`config.mk`:
```
export PLATFORM = sky130hd
export DESIGN_NAME = layer_scheduler
export DESIGN_NICKNAME = d
export VERILOG_FILES = /design/src/rtl/layer_scheduler.sv
export SDC_FILE = /design/constraint.sdc
export NUM_CORES = 1
export LEC_CHECK = 0
export BUFFER_PORTS_ARGS = -buffer_cell sky130_fd_sc_hd__buf_2
export CORE_MARGIN = 3
export CORE_UTILIZATION = 29
export CTS_CLUSTER_SIZE = 20
export DETAILED_ROUTE_END_ITERATION = 8
export GPL_TIMING_DRIVEN = 0
export PLACE_DENSITY = 0.58
export SYNTH_ARGS = -nofsm -noshare
export SYNTH_HDL_FRONTEND = slang
export SYNTH_SLANG_ARGS = --single-unit
```
`constraint.sdc`:
```
create_clock -name clk -period 2.9 [get_ports clk]
set_input_delay 0 -clock clk [delete_from_list [all_inputs] [get_ports clk]]
set_output_delay 0 -clock clk [all_outputs]
set_load 0.01 [all_outputs]
```
`src/rtl/layer_scheduler.sv`:
```
// Layer scheduler: walks one shared inner-product datapath across every
// neuron of a layer, applies ReLU, writes results and tracks the argmax.
module layer_scheduler #(
    parameter int unsigned N_NEURON = 8,
    parameter int unsigned W        = 16
) (
    input  logic          clk,
    input  logic          rst,
    input  logic          start,
    output logic          ready,
    input  logic          ip_ready,
    output logic          ip_start,
    input  logic [W-1:0]  acc_in,
    output logic [31:0]   neuron_sel,
    output logic          out_wr,
    output logic [W-1:0]  out_data,
    output logic [31:0]   max_idx,
    output logic [W-1:0]  max_val,
    output logic          done,
    output logic          err
);

    localparam int unsigned LAST_NEURON = N_NEURON - 1;

    typedef enum logic [2:0] {
        S_IDLE,
        S_INIT,
        S_LAUNCH,
        S_WAIT_BUSY,
        S_WAIT_CALC,
        S_ACT,
        S_WRITE,
        S_DONE
    } state_t;

    state_t state;
    state_t state_next;
    logic   busy_seen;
    logic   busy_fault;
    logic   last_neuron;

    assign last_neuron = (neuron_sel == 32'(LAST_NEURON));

    // State register.
    always_ff @(posedge clk) begin
        if (rst) begin
            state <= S_IDLE;
        end else begin
            state <= state_next;
        end
    end

    // Next-state logic; a second WAIT_BUSY cycle with ip_ready high is a fault.
    always_comb begin
        state_next = state;
        busy_fault = 1'b0;
        case (state)
            S_IDLE:      if (start) state_next = S_INIT;
            S_INIT:      state_next = S_LAUNCH;
            S_LAUNCH:    state_next = S_WAIT_BUSY;
            S_WAIT_BUSY: begin
                if (!ip_ready) begin
                    state_next = S_WAIT_CALC;
                end else if (busy_seen) begin
                    state_next = S_IDLE;
                    busy_fault = 1'b1;
                end
            end
            S_WAIT_CALC: if (ip_ready) state_next = S_ACT;
            S_ACT:       state_next = S_WRITE;
            S_WRITE:     state_next = last_neuron ? S_DONE : S_LAUNCH;
            S_DONE:      state_next = S_IDLE;
            default:     state_next = S_IDLE;
        endcase
    end

    // Marks that one WAIT_BUSY cycle has already elapsed with ip_ready high.
    always_ff @(posedge clk) begin
        if (rst) begin
            busy_seen <= 1'b0;
        end else begin
            busy_seen <= (state == S_WAIT_BUSY) && (state_next == S_WAIT_BUSY);
        end
    end

    // Moore strobes, registered from the next state so they track the state register.
    always_ff @(posedge clk) begin
        if (rst) begin
            ready    <= 1'b1;
            ip_start <= 1'b0;
            out_wr   <= 1'b0;
            done     <= 1'b0;
        end else begin
            ready    <= (state_next == S_IDLE);
            ip_start <= (state_next == S_LAUNCH);
            out_wr   <= (state_next == S_WRITE);
            done     <= (state_next == S_DONE);
        end
    end

    // Neuron index, ReLU result, running argmax and sticky error.
    always_ff @(posedge clk) begin
        if (rst) begin
            neuron_sel <= 32'd0;
            out_data   <= '0;
            max_idx    <= 32'd0;
            max_val    <= '0;
            err        <= 1'b0;
        end else begin
            case (state)
                S_INIT: begin
                    neuron_sel <= 32'd0;
                    max_idx    <= 32'd0;
                    max_val    <= '0;
                    err        <= 1'b0;
                end
                S_ACT: begin
                    out_data <= acc_in[W-1] ? '0 : acc_in;
                end
                S_WRITE: begin
                    if ($signed(out_data) > $signed(max_val)) begin
                        max_val <= out_data;
                        max_idx <= neuron_sel;
                    end
                    if (!last_neuron) begin
                        neuron_sel <= neuron_sel + 32'd1;
                    end
                end
                default: begin
                end
            endcase
            if (busy_fault) begin
                err <= 1'b1;
            end
        end
    end

endmodule

```
==> impl_results.md <==
- Max clock buf depth: 2
- Core area: 17,360 um^2
- Remaining Overflow, GRT: 0
- Initial core utilization: 29.75%
- Post-DP HPWL: 10,790 um
- Skew-Pair Late Insertion Delay: 0.36 ns
- Slew @ Worst Pin: 0.8681 ns
- Pwr per Cell Area: 498.0 nW/um^2
- Synth area leader: dfxtp_1
- Finish-stage setup viols: 0
- Async SR Flop Fraction: 0%
- Clock-pin slew on the worst setup and hold paths: 0.07 ns
- Clk_skew: 0.009325 ns
- Final Instance Count excl. Fillers: 926
- Nets: 732
- CTS Hold Bufs: 1
- Max-cap viol count: 0
- Dpl cells: 909
- Unrepaired setup endpoints after global routing: no
- Static Leak: 0.002516 uW
- Post-CTS Setup Bufs: 0
- Vias in the first global route: 4,420
- Crit end category: register
- Row count: 48
- Post-Synthesis Cell Area: 5164 um^2
- Starting DRT DRC Count: 250
- Initial antenna violation count: 0
- CP Data Arrival Time: 2.77 ns
- Max IR drop VDD: 0.3690 mV
- H-tree depth: 3
- Drt first pass iters: 4
- Unique masters post-synth: 52
- Num CTS Buffers: 9
- Root Buffer: clkbuf_16
- Total vias in the final route: 4,494
- Ranking of synthesized cells by area: dfxtp_1, mux2i_1, nand3b_1, nand2b_1, ha_1
- First-pass GRT wire length: 24,080 um
- Slew Viols, Final: 0
- CTS tree: done
- Fin crit period: 2.491 ns
- Final Hold Viols: 0
- WP data required: 3.18 ns
- Drt total wl: 14,600 um
- Fin Hold WS: 0.02818 ns
- Commonest cells after routing, fill and taps aside: buf_2, dfxtp_1, nand2b_1
- # clock sinks: 103
- Setup tns final: 0 ns
- CP max FO: 10
- Ys flop type: dfxtp_1
- DR WL/cell: 15.77 um
- ANT nets after route: 0
- Period utilisation layout: 85.91%
- Via density: 4.853
- Fmax: 401.4 MHz
- Post-synthesis area per instance: 9.123 um^2
- Tot Pwr: 3170 uW
- Post-synthesis sequential area ratio: 39.93%
- Area fraction of the dominant cell type after synthesis: 39.93%
- Residual DRC: 0
- Die Span X: 139.4 um
- Yosys reg bits: 103
- CP Launch Type: register
- Overall Global Routing Usage: 15.27%
- Die H: 139.4 um
- # resized after CTS: 0
- Commonest non-fill, non-tap cell in the layout: buf_2
- CP Class: reg2reg
- Die area: 19,440 um^2
- Post-synth EDFFs: 0
- GP Congestion: 0.8003
- Type of the worst min-delay path: in2reg
- Fill count: 1,824
- Port-buffer cells: 117
- Rel. slew slack: 42.00%
- Status: finished, final reports clean
- Share of post-route cells with drive strength above 1: 22.68%
- Synth warn: 0
- Diode count: 0
- Largest net degree at the start of global routing: 18
- Syn Inst Count: 566
- Ports: 121
- P&R area growth vs syn: 23.26%
==> Yosys cell counts (3+ instances only) <==
| cell | instances |
|---|---|
| dfxtp_1 | 103 |
| nand2b_1 | 49 |
| mux2i_1 | 47 |
| nand3b_1 | 47 |
| nor2_1 | 41 |
| a21oi_1 | 35 |
| clkbuf_1 | 24 |
| inv_1 | 17 |
| nor3b_1 | 17 |
| ha_1 | 16 |
| nand2_1 | 14 |
| nand3_1 | 13 |
| xor2_1 | 13 |
| o211ai_1 | 12 |
| or3_1 | 12 |
| nand4_1 | 10 |
| o21ai_0 | 10 |
| buf_2 | 9 |
| nor4_1 | 9 |
| buf_4 | 6 |
| o2111ai_1 | 6 |
| o31ai_1 | 6 |
| or4_1 | 5 |
| a21o_1 | 4 |
| and3_1 | 3 |
| and4_1 | 3 |
| buf_6 | 3 |
| nor3_1 | 3 |
==> worst max-delay path, cell delays in order, from the launching register on <==
cell and delay (ns):
dfxtp_1 0.36, inv_1 0.06, ha_1 0.29, nand3_1 0.15, or3_1 0.42, a21oi_1 0.18, o41a_1 0.25, buf_4 0.27
buf_6 0.22, mux2i_1 0.21
==> cell families (layout without fill, tap and decap cells) <==
| logic type | count (synthesis) | in the layout | share of synthesized area, % |
|---|---|---|---|
| buffers and inverters | 60 | 194 | 5.452 |
| DFF | 103 | 103 | 39.93 |
| muxes | 47 | 47 | 9.111 |
| xor gates and xnor gates | 14 | 14 | 2.375 |
| adders and majority gates | 16 | 16 | 3.877 |
| other | 1 | 2 | 0.07262 |
| AOI/OAI and AO/OA | 86 | 86 | 10.73 |
| and+or+nand+nor | 239 | 239 | 28.45 |
==> routing by layer <==
layer | GRT usage (%) | part of all wire [%] | up-vias
li1 | - | - | 2285
met1 | 20.67 | 48 | 2115
met2 | 24.20 | 45 | 80
met3 | 3.952 | 5.1 | 14
met4 | 4.171 | 1.4 | 0
met5 | 0 | 0 | -
==> through the flow <==
step | util [%] | area [um^2] | setup slack (ns)
CTS | 36.67 | 6365 | 0.3621
floorplan | - | 5167 | 0.8148
detailed placement | 34.77 | 6035 | 0.3862
finish | 36.67 | 6365 | 0.4086
global route | 36.67 | 6365 | 0.2108
global placement | 34.77 | 6035 | 0.4368
==> registers in the layout, indices dropped and copies added (netlist names) <==
| signal | flops |
|---|---|
| out_wr | 1 |
| err | 1 |
| done | 1 |
| ip_start | 1 |
| busy_seen | 1 |
| ready | 1 |
| out_data | 15 |
| max_val | 15 |
| state | 3 |
| max_idx | 32 |
| neuron_sel | 32 |
==> layout make-up <==
type | count | area, um^2 | area share, %
buffer | 42 | 214.0 | 3.362
clock buffer | 9 | 225.2 | 3.538
clock inverter | 7 | 95.09 | 1.494
inverter | 18 | 67.56 | 1.062
multi-input combinational | 404 | 2824 | 44.37
sequential | 103 | 2062 | 32.40
tap | 225 | 281.5 | 4.423
timing repair buffer | 118 | 595.6 | 9.357
==> worst paths after layout <==
| path | startpoint | endpoint | slack (ns) | cells after the start |
|---|---|---|---|---|
| max | max_val[13]$_SDFFE_PP0P_ | max_val[10]$_SDFFE_PP0P_ | 0.41 | 9 |
| min | acc_in[15] | out_data[14]$_SDFFE_PP0P_ | 0.03 | 4 |
| max reg2reg | max_val[13]$_SDFFE_PP0P_ | max_val[10]$_SDFFE_PP0P_ | 0.41 | 9 |
| min reg2reg | max_idx[19]$_SDFFE_PP0P_ | max_idx[19]$_SDFFE_PP0P_ | 0.47 | 2 |
==> power breakdown <==
group          leakage, uW  switching [uW]  internal (uW)
logic              0.00153             233            176
registers         0.000830            7.68           1430
clock network     0.000156             566            759
total              0.00252             807           2360
Power figures use the tool's default switching activity.
